--- src/rtl/clk_tick_monitor.sv ---
// Synchronises a divided clock into the fast domain and emits edge strobes.
// Also measures the rise-to-rise period and reports lock, range and timeout status.
module clk_tick_monitor #(
    parameter int SYNC_STAGES = 2,
    parameter int CNT_W       = 16,
    parameter int EXP_PERIOD  = 4,
    parameter int TOL         = 0,
    parameter int LOCK_CNT    = 3,
    parameter int TIMEOUT_CYC = 1024
) (
    input  logic             clk,
    input  logic             rst_n,
    input  logic             slow_in,
    input  logic             clr_err,
    output logic             rise_pulse,
    output logic             fall_pulse,
    output logic [CNT_W-1:0] period,
    output logic             period_valid,
    output logic             locked,
    output logic             err_range,
    output logic             err_timeout
);

    localparam int RUN_W  = $clog2(LOCK_CNT + 1);
    localparam int LO_INT = (EXP_PERIOD > TOL) ? (EXP_PERIOD - TOL) : 0;
    localparam int HI_INT = EXP_PERIOD + TOL;
    localparam logic [CNT_W:0]   LO_BOUND    = (CNT_W+1)'(LO_INT);
    localparam logic [CNT_W:0]   HI_BOUND    = (CNT_W+1)'(HI_INT);
    localparam logic [CNT_W-1:0] TIMEOUT_VAL = CNT_W'(TIMEOUT_CYC);
    localparam logic [RUN_W-1:0] RUN_MAX     = RUN_W'(LOCK_CNT);

    typedef enum logic [1:0] {IDLE, MEASURE, TRACK} state_t;

    state_t               state_q, state_d;
    logic [SYNC_STAGES-1:0] sync_q;
    logic [SYNC_STAGES:0]   prime_q;
    logic                 prev_q;
    logic                 sync_lvl;
    logic                 rise_det, fall_det;
    logic                 take_period, timeout_evt;
    logic [CNT_W-1:0]     cnt_q;
    logic [RUN_W-1:0]     run_q, run_next;
    logic                 in_range;

    assign sync_lvl = sync_q[SYNC_STAGES-1];

    // prime_q holds off edge detection until prev_q carries a real post-reset
    // sample, so a level held across reset release never produces a strobe.
    assign rise_det = prime_q[SYNC_STAGES] &  sync_lvl & ~prev_q;
    assign fall_det = prime_q[SYNC_STAGES] & ~sync_lvl &  prev_q;

    assign in_range = ({1'b0, period} >= LO_BOUND) && ({1'b0, period} <= HI_BOUND);
    assign run_next = (run_q == RUN_MAX) ? run_q : run_q + RUN_W'(1);

    always_ff @(posedge clk or negedge rst_n) begin
        if (!rst_n) begin
            sync_q  <= '0;
            prime_q <= '0;
            prev_q  <= 1'b0;
        end else begin
            sync_q  <= {sync_q[SYNC_STAGES-2:0], slow_in};
            prime_q <= {prime_q[SYNC_STAGES-1:0], 1'b1};
            prev_q  <= sync_lvl;
        end
    end

    always_ff @(posedge clk or negedge rst_n) begin
        if (!rst_n) state_q <= IDLE;
        else        state_q <= state_d;
    end

    // A rise arriving on the saturation cycle wins over timeout.
    always_comb begin
        state_d     = state_q;
        take_period = 1'b0;
        timeout_evt = 1'b0;
        case (state_q)
            IDLE: begin
                if (rise_det) state_d = MEASURE;
            end
            MEASURE, TRACK: begin
                if (rise_det) begin
                    state_d     = TRACK;
                    take_period = 1'b1;
                end else if (cnt_q == TIMEOUT_VAL) begin
                    state_d     = IDLE;
                    timeout_evt = 1'b1;
                end
            end
            default: state_d = IDLE;
        endcase
    end

    always_ff @(posedge clk or negedge rst_n) begin
        if (!rst_n) begin
            rise_pulse   <= 1'b0;
            fall_pulse   <= 1'b0;
            cnt_q        <= '0;
            period       <= '0;
            period_valid <= 1'b0;
        end else begin
            rise_pulse   <= rise_det;
            fall_pulse   <= fall_det;
            period_valid <= take_period;
            if (take_period) period <= cnt_q;
            if (rise_det)                 cnt_q <= CNT_W'(1);
            else if (cnt_q != TIMEOUT_VAL) cnt_q <= cnt_q + CNT_W'(1);
        end
    end

    // Status follows period_valid by one cycle; error events beat clr_err.
    always_ff @(posedge clk or negedge rst_n) begin
        if (!rst_n) begin
            run_q       <= '0;
            locked      <= 1'b0;
            err_range   <= 1'b0;
            err_timeout <= 1'b0;
        end else begin
            if (timeout_evt) begin
                run_q  <= '0;
                locked <= 1'b0;
            end else if (period_valid) begin
                if (in_range) begin
                    run_q  <= run_next;
                    locked <= (run_next == RUN_MAX);
                end else begin
                    run_q  <= '0;
                    locked <= 1'b0;
                end
            end
            err_range   <= (err_range & ~clr_err) | (period_valid & ~in_range);
            err_timeout <= (err_timeout & ~clr_err) | timeout_evt;
        end
    end

endmodule
--- config.mk ---
export PLATFORM = sky130hd
export DESIGN_NAME = clk_tick_monitor
export DESIGN_NICKNAME = d
export VERILOG_FILES = /design/src/rtl/clk_tick_monitor.sv
export SDC_FILE = /design/constraint.sdc
export NUM_CORES = 1
export LEC_CHECK = 0
export ABC_AREA = 1
export BUFFER_PORTS_ARGS = -buffer_cell sky130_fd_sc_hd__buf_2
export CORE_ASPECT_RATIO = 1.2
export CORE_UTILIZATION = 62
export CTS_CLUSTER_DIAMETER = 150
export DETAILED_ROUTE_END_ITERATION = 10
export PLACE_DENSITY_LB_ADDON = 0.08
export SLEW_MARGIN = 20
export SYNTH_ARGS = -nofsm -noshare
export SYNTH_HDL_FRONTEND = slang
export SYNTH_SLANG_ARGS = --single-unit
--- constraint.sdc ---
create_clock -name clk -period 3.4 [get_ports clk]
set_clock_uncertainty 0.15 [all_clocks]
set_input_delay 0.17 -clock clk [delete_from_list [all_inputs] [get_ports clk]]
set_output_delay 0.17 -clock clk [all_outputs]
set_load 0.01 [all_outputs]
==> results.py, run 1 <==
metrics = {
    "critical_path": {
        "crit_required_ns": 3.42,
        "r2r-start": "prev_q",
        "critPathArrivalTime_ns": 1.99,
        "critPathMaxStageDelay_ns": 0.44,
        "critPathMaxFanout": 34,
        "setup.worst_path.start_class": "flip-flop",
        "critPathCaptureType": "flip-flop",
        "reg2reg_depth": 6,
        "cp_top_family": "simple AND/OR/NAND/NOR gates",
        "reg2reg_to": "period[12]",
        "r2r_slack_ns": 1.42,
        "path_class": "reg2reg",
        "crit_buf_inv": 2,
        "crit_chain": "inv_1 > nand3_2 > inv_2 > nand2_2 > nand2_1 > o21ai_2",
        "critPathSlowestCell": "nand2_2",
        "cp.depth": 6,
    },
    "die": {
        "io_pins": 26,
        "std_cell_rows": 23,
        "die_x_um": 57.55,
        "core_area_um2": 3425,
        "die_area_um2": 3951,
        "initial_utilization_pct": 67.04,
        "fp.dieH_um": 68.66,
    },
    "clocking": {
        "clockRootBuffer": "clkbuf_8",
        "cts_inserted_buffers": 5,
        "clkTransAtPathRegs_ns": 0.08,
        "ctsResizeCount": 0,
        "h-tree-depth": 2,
        "clk-insertion-delay-late_ns": 0.30,
        "cts_max_path_buffers": 2,
        "cts_sinks": 48,
        "cts_tree": "done",
    },
    "sta": {
        "timing_hold_violations_final": 0,
        "setup_viol_count_final": 0,
        "fin_setup_tns_ns": 0,
        "fmax_ghz": 0.5061,
        "setup_slack_ns": 1.424,
        "rsz0062_at_grt": "no",
        "relSlewSlack_pct": 50.87,
        "worst-slew-pin-transition_ns": 0.7343,
        "fin_crit_sh_pct": 58.11,
        "layout_min_cycle_time_ns": 1.976,
        "final_max_slew_viol_count": 0,
    },
    "grt": {
        "first_global_vias": 1664,
        "grt_pass1_wl_um": 7258,
        "grt_overflow": 0,
        "groute.usage.overall_pct": 24.72,
        "grt_max_degree": 49,
        "antenna_found_initial": 0,
    },
    "placement": {
        "place_hpwl_um": 3179,
        "pre_cts_slack_ns": 1.459,
        "place_congestion": 0.8599,
        "dp.cells": 317,
        "io_buffers": 25,
    },
    "synth": {
        "synth_top_area_cell": "dfrtp_1",
        "synth_cells": 259,
        "synth.top_cells.by_area": "dfrtp_1, nand2_1, o21ai_2",
        "syn-num-nets": 267,
        "avgSynthCellArea_um2": 8.865,
        "synth_warnings": 0,
        "seq_area_frac_synth_pct": 52.32,
        "synth_top_area_share_pct": 52.32,
        "synth_area_um2": 2296,
        "ys_ff_latch": 48,
        "yosysUniqueCellTypes": 23,
    },
    "hold_path": {
        "min_to": "prime_q[1]",
        "min_path_cells": 0,
        "hp-class": "reg2reg",
        "hp-start": "prime_q[0]",
    },
    "cells_and_area": {
        "antennaDiodeCount": 0,
        "layout_commonest_cell": "nand2_1",
        "drive_gt1_share_pct": 25.09,
        "area_growth_pct": 12.70,
        "instances_no_fill": 328,
        "final_nets": 298,
        "final_cell_mix": "nand2_1, dfrtp_1, inv_1",
    },
    "drt": {
        "first_pass_iters": 7,
        "drcViolationCount": 3,
        "vias": 1741,
        "routedWlPerCell_um": 13.52,
        "drt_iter0_markers": 83,
        "final_antenna_net_count": 0,
        "via_per_inst": 5.308,
        "wl_um": 4434,
    },
    "outcome": {
        "violations": "DRC",
        "status": "finished with violations",
    },
    "power_and_ir_drop": {
        "leakagePower_uw": 0.001337,
        "powerDensity_nw_per_um2": 588.3,
        "peakVddDrop_v": 0.0004311,
    },
    "flow_run": {
        "cap_violations": 0,
    },
}
## cell usage after synthesis, drive strengths merged
| master | number |
|---|---|
| a21oi | 8 |
| a31oi | 1 |
| buf | 4 |
| conb | 1 |
| dfrtp | 48 |
| ha | 4 |
| inv | 37 |
| nand2 | 60 |
| nand3 | 15 |
| nand4 | 7 |
| nor2 | 32 |
| nor3 | 6 |
| o21ai | 34 |
| xor2 | 2 |
## what timing repair did
| action | CTS | global route |
|---|---|---|
| hold endpoints to repair | 51 | 0 |
| hold buffers | 3 | 0 |
| setup buffers | 0 | 0 |
## how the worst max path moves through the flow
stage	startpoint	slack, ns	to
after floorplan	cnt_q[0]	1.97	state_q[1]
after global placement	prev_q	1.51	period[15]
after detailed placement	prev_q	1.46	period[14]
after CTS	prev_q	1.42	period[2]
after global routing	prev_q	1.25	period[5]
final	prev_q	1.42	period[12]
## logic make-up (layout without fill, tap and decap cells)
family / after synthesis / after routing / share of synthesized area, %
simple gates: 120 / 120 / 24.80
flops: 48 / 48 / 52.32
compound gates: 43 / 43 / 12.04
buf+inv: 41 / 73 / 7.738
fa+ha+maj: 4 / 4 / 2.180
xor+xnor: 2 / 2 / 0.7631
other cells: 1 / 1 / 0.1633
## stage by stage
| step | power [uW] | area [um^2] | hold WS (ns) | utilization [%] |
|---|---|---|---|---|
| 5_1_grt | 1624 | 2587 | 0.2087 | 75.56 |
| 2_1_floorplan | 993.0 | 2296 | -0.2756 | - |
| 3_3_place_gp | 1081 | 2429 | 0.1294 | 70.92 |
| 3_5_place_dp | 1092 | 2429 | 0.1310 | 70.92 |
| 4_1_cts | 1533 | 2585 | 0.2057 | 75.48 |
| 6_report | 1522 | 2587 | 0.2042 | 75.56 |
## state kept, by name (all words and copies together), names as in the netlist, 2 cells and up
name / flops
period: 16
cnt_q: 16
run_q: 2
sync_q: 2
state_q: 2
prime_q: 3
## report_power, final
group	switching, uW	internal [uW]
Clock	180	259
Combinational	221	133
Sequential	78.5	651
## area by class of cell
class,count,area [um^2]
Sequential cell,48,1201
Clock inverter,1,30.03
Timing Repair Buffer,28,157.7
Multi-Input combinational cell,170,917.1
Inverter,37,138.9
Clock buffer,7,96.34
Tap cell,37,46.29
Fill cell,251,837.1
## metal layers
layer / part of all wire, % / track usage, % / wire, um
met1: 45 / 30.48 / 1988
met2: 50 / 42.59 / 2209
met3: 3.5 / 5.410 / 153
met4: 1.8 / 9.756 / 82
met5: 0 / 0 / 0
(Power assumes the default switching activity.)
==> inputs of run 2 (changes only) <==
Settings changed: CORE_UTILIZATION 62 to 52.
Clock period 3.4 ns to 1.6 ns, I/O delays scaled along.
==> run 2 against run 1 <==
The flow now finishes without violations. Combinational power is 130% higher. First-iteration DRC count is 17% higher. Cell area is 4.8% higher. Power is 110% higher. Critical path type unchanged. Largest power group unchanged.
==> results.py, run 2 (synthesis results as in run 1) <==
metrics = {
    "clocking": {
        "clkTransAtPathRegs_ns": 0.09,
        "h-tree-depth": 2,
        "cts_inserted_buffers": 5,
        "cts_tree": "done",
        "cts_max_path_buffers": 2,
        "clockRootBuffer": "clkbuf_8",
        "cts_sinks": 48,
        "clk-insertion-delay-late_ns": 0.30,
    },
    "die": {
        "fp.dieH_um": 74.79,
        "core_area_um2": 4262,
        "std_cell_rows": 26,
        "die_x_um": 62.66,
        "die_area_um2": 4686,
        "io_pins": 26,
        "initial_utilization_pct": 53.88,
    },
    "sta": {
        "final_max_slew_viol_count": 0,
        "layout_min_cycle_time_ns": 1.464,
        "timing_hold_violations_final": 0,
        "fmax_ghz": 0.6831,
        "setup_viol_count_final": 0,
        "fin_crit_sh_pct": 91.50,
        "fin_setup_tns_ns": 0,
        "setup_slack_ns": 0.1361,
    },
    "grt": {
        "groute.usage.overall_pct": 21.53,
        "grt_max_degree": 49,
        "grt_pass1_wl_um": 7659,
        "first_global_vias": 1645,
        "antenna_found_initial": 0,
        "grt_overflow": 0,
    },
    "critical_path": {
        "critPathCaptureType": "flip-flop",
        "path_class": "reg2reg",
        "crit_required_ns": 1.64,
        "cpMostUsedCell": "nand2_1",
        "setup.worst_path.start_class": "flip-flop",
        "crit_chain": "inv_2 > ha_1 > nand3_1 > nor2_2 > nand2_2 > nand3_2 > nand2_1 > nand2_1 > nand2_1",
        "critPathMaxFanout": 5,
        "critPathArrivalTime_ns": 1.50,
        "critPathSlowestCell": "dfrtp_1",
        "critPathMaxStageDelay_ns": 0.43,
    },
    "cells_and_area": {
        "area_growth_pct": 18.09,
        "drive_gt1_share_pct": 29.57,
        "largestRegisters": "cnt_q x16, period x16, prime_q x3",
        "instances_no_fill": 357,
        "final_nets": 308,
        "multi_input_area_um2": 934.6,
        "final_cell_mix": "nand2_1, dfrtp_1, inv_1",
        "antennaDiodeCount": 0,
        "layout_commonest_cell": "nand2_1",
        "seqCellArea_um2": 1201,
        "nFillCells": 376,
    },
    "outcome": {
        "status": "finished, final reports clean",
    },
    "hold_path": {
        "hp-class": "in2async",
    },
    "drt": {
        "wl_um": 4411,
        "drt_iter0_markers": 97,
        "routedWlPerCell_um": 12.36,
        "via_per_inst": 5.000,
        "drcViolationCount": 0,
        "vias": 1785,
        "first_pass_iters": 4,
        "final_antenna_net_count": 0,
    },
    "placement": {
        "place_hpwl_um": 3244,
        "io_buffers": 25,
        "pre_cts_slack_ns": 0.09183,
        "dp.cells": 343,
        "place_congestion": 0.8447,
    },
    "power_and_ir_drop": {
        "leakagePower_uw": 0.001380,
        "peakVddDrop_v": 0.0008410,
        "powerDensity_nw_per_um2": 1200,
    },
    "flow_run": {
        "cap_violations": 0,
    },
}
## run 2: cell count changes in the layout (fill, tap and decap cells not counted), moves of 2 or more
cell	delta
clkbuf_8	-2
buf_12	+2
buf_4	+7
inv_1	-3
inv_2	+3
## run 2: area by class of cell
| class | count | area share, % |
|---|---|---|
| clock buffer | 5 | 2.538 |
| clock inverter | 3 | 1.569 |
| inverter | 37 | 5.122 |
| multi-input combinational | 170 | 34.47 |
| sequential | 48 | 44.30 |
| tap | 56 | 2.584 |
| timing repair buffer | 38 | 9.414 |
## run 2: critical path, delay by kind of cell (launching register included)
kind | cells | cell delay (ns)
adders and majority gates | 1 | 0.16
buffers and inverters | 1 | 0.08
DFF | 1 | 0.43
and+or+nand+nor | 7 | 0.53
## run 2: routing by layer
layer  up-vias  track usage (%)  routed length [um]
met4         0            9.561                  99
met2        32            33.82                2034
li1        907                -                   -
met3         8            4.545                 147
met1       838            29.13                2129
met5         -                0                   0
## run 2: worst paths after layout
path	from	to	slack, ns	cells after the start
max in group asynchronous	rst_n	rise_pulse	0.94	3
max	cnt_q[0]	state_q[1]	0.14	9
min in group clk	sync_q[0]	sync_q[1]	0.21	0
min reg2reg	sync_q[0]	sync_q[1]	0.21	0
max reg2reg	cnt_q[0]	state_q[1]	0.14	9
min	rst_n	cnt_q[9]	0.14	3
## run 2: repair_timing
action / CTS / global route
hold buffers: 3 / 0
resized for setup: 0 / 7
endpoints found under the setup margin: 0 / 9
buffers inserted: 0 / 3
endpoints found under the hold margin: 51 / 0
## run 2: report_power, final
group,internal (uW),leakage [uW],switching (uW)
Sequential,1380,0.000638,169
Combinational,344,0.000688,488
Clock,463,0.0000541,408
## run 2: per-stage QoR
stage | cell area [um^2] | total power [uW] | hold WS [ns] | utilization [%]
after floorplan | 2296 | 2110 | -0.3656 | -
after global placement | 2530 | 2347 | -0.06461 | 59.37
after detailed placement | 2530 | 2360 | -0.05952 | 59.37
after CTS | 2671 | 3238 | 0.1431 | 62.68
after global routing | 2711 | 3476 | 0.1681 | 63.62
final | 2711 | 3253 | 0.1388 | 63.62
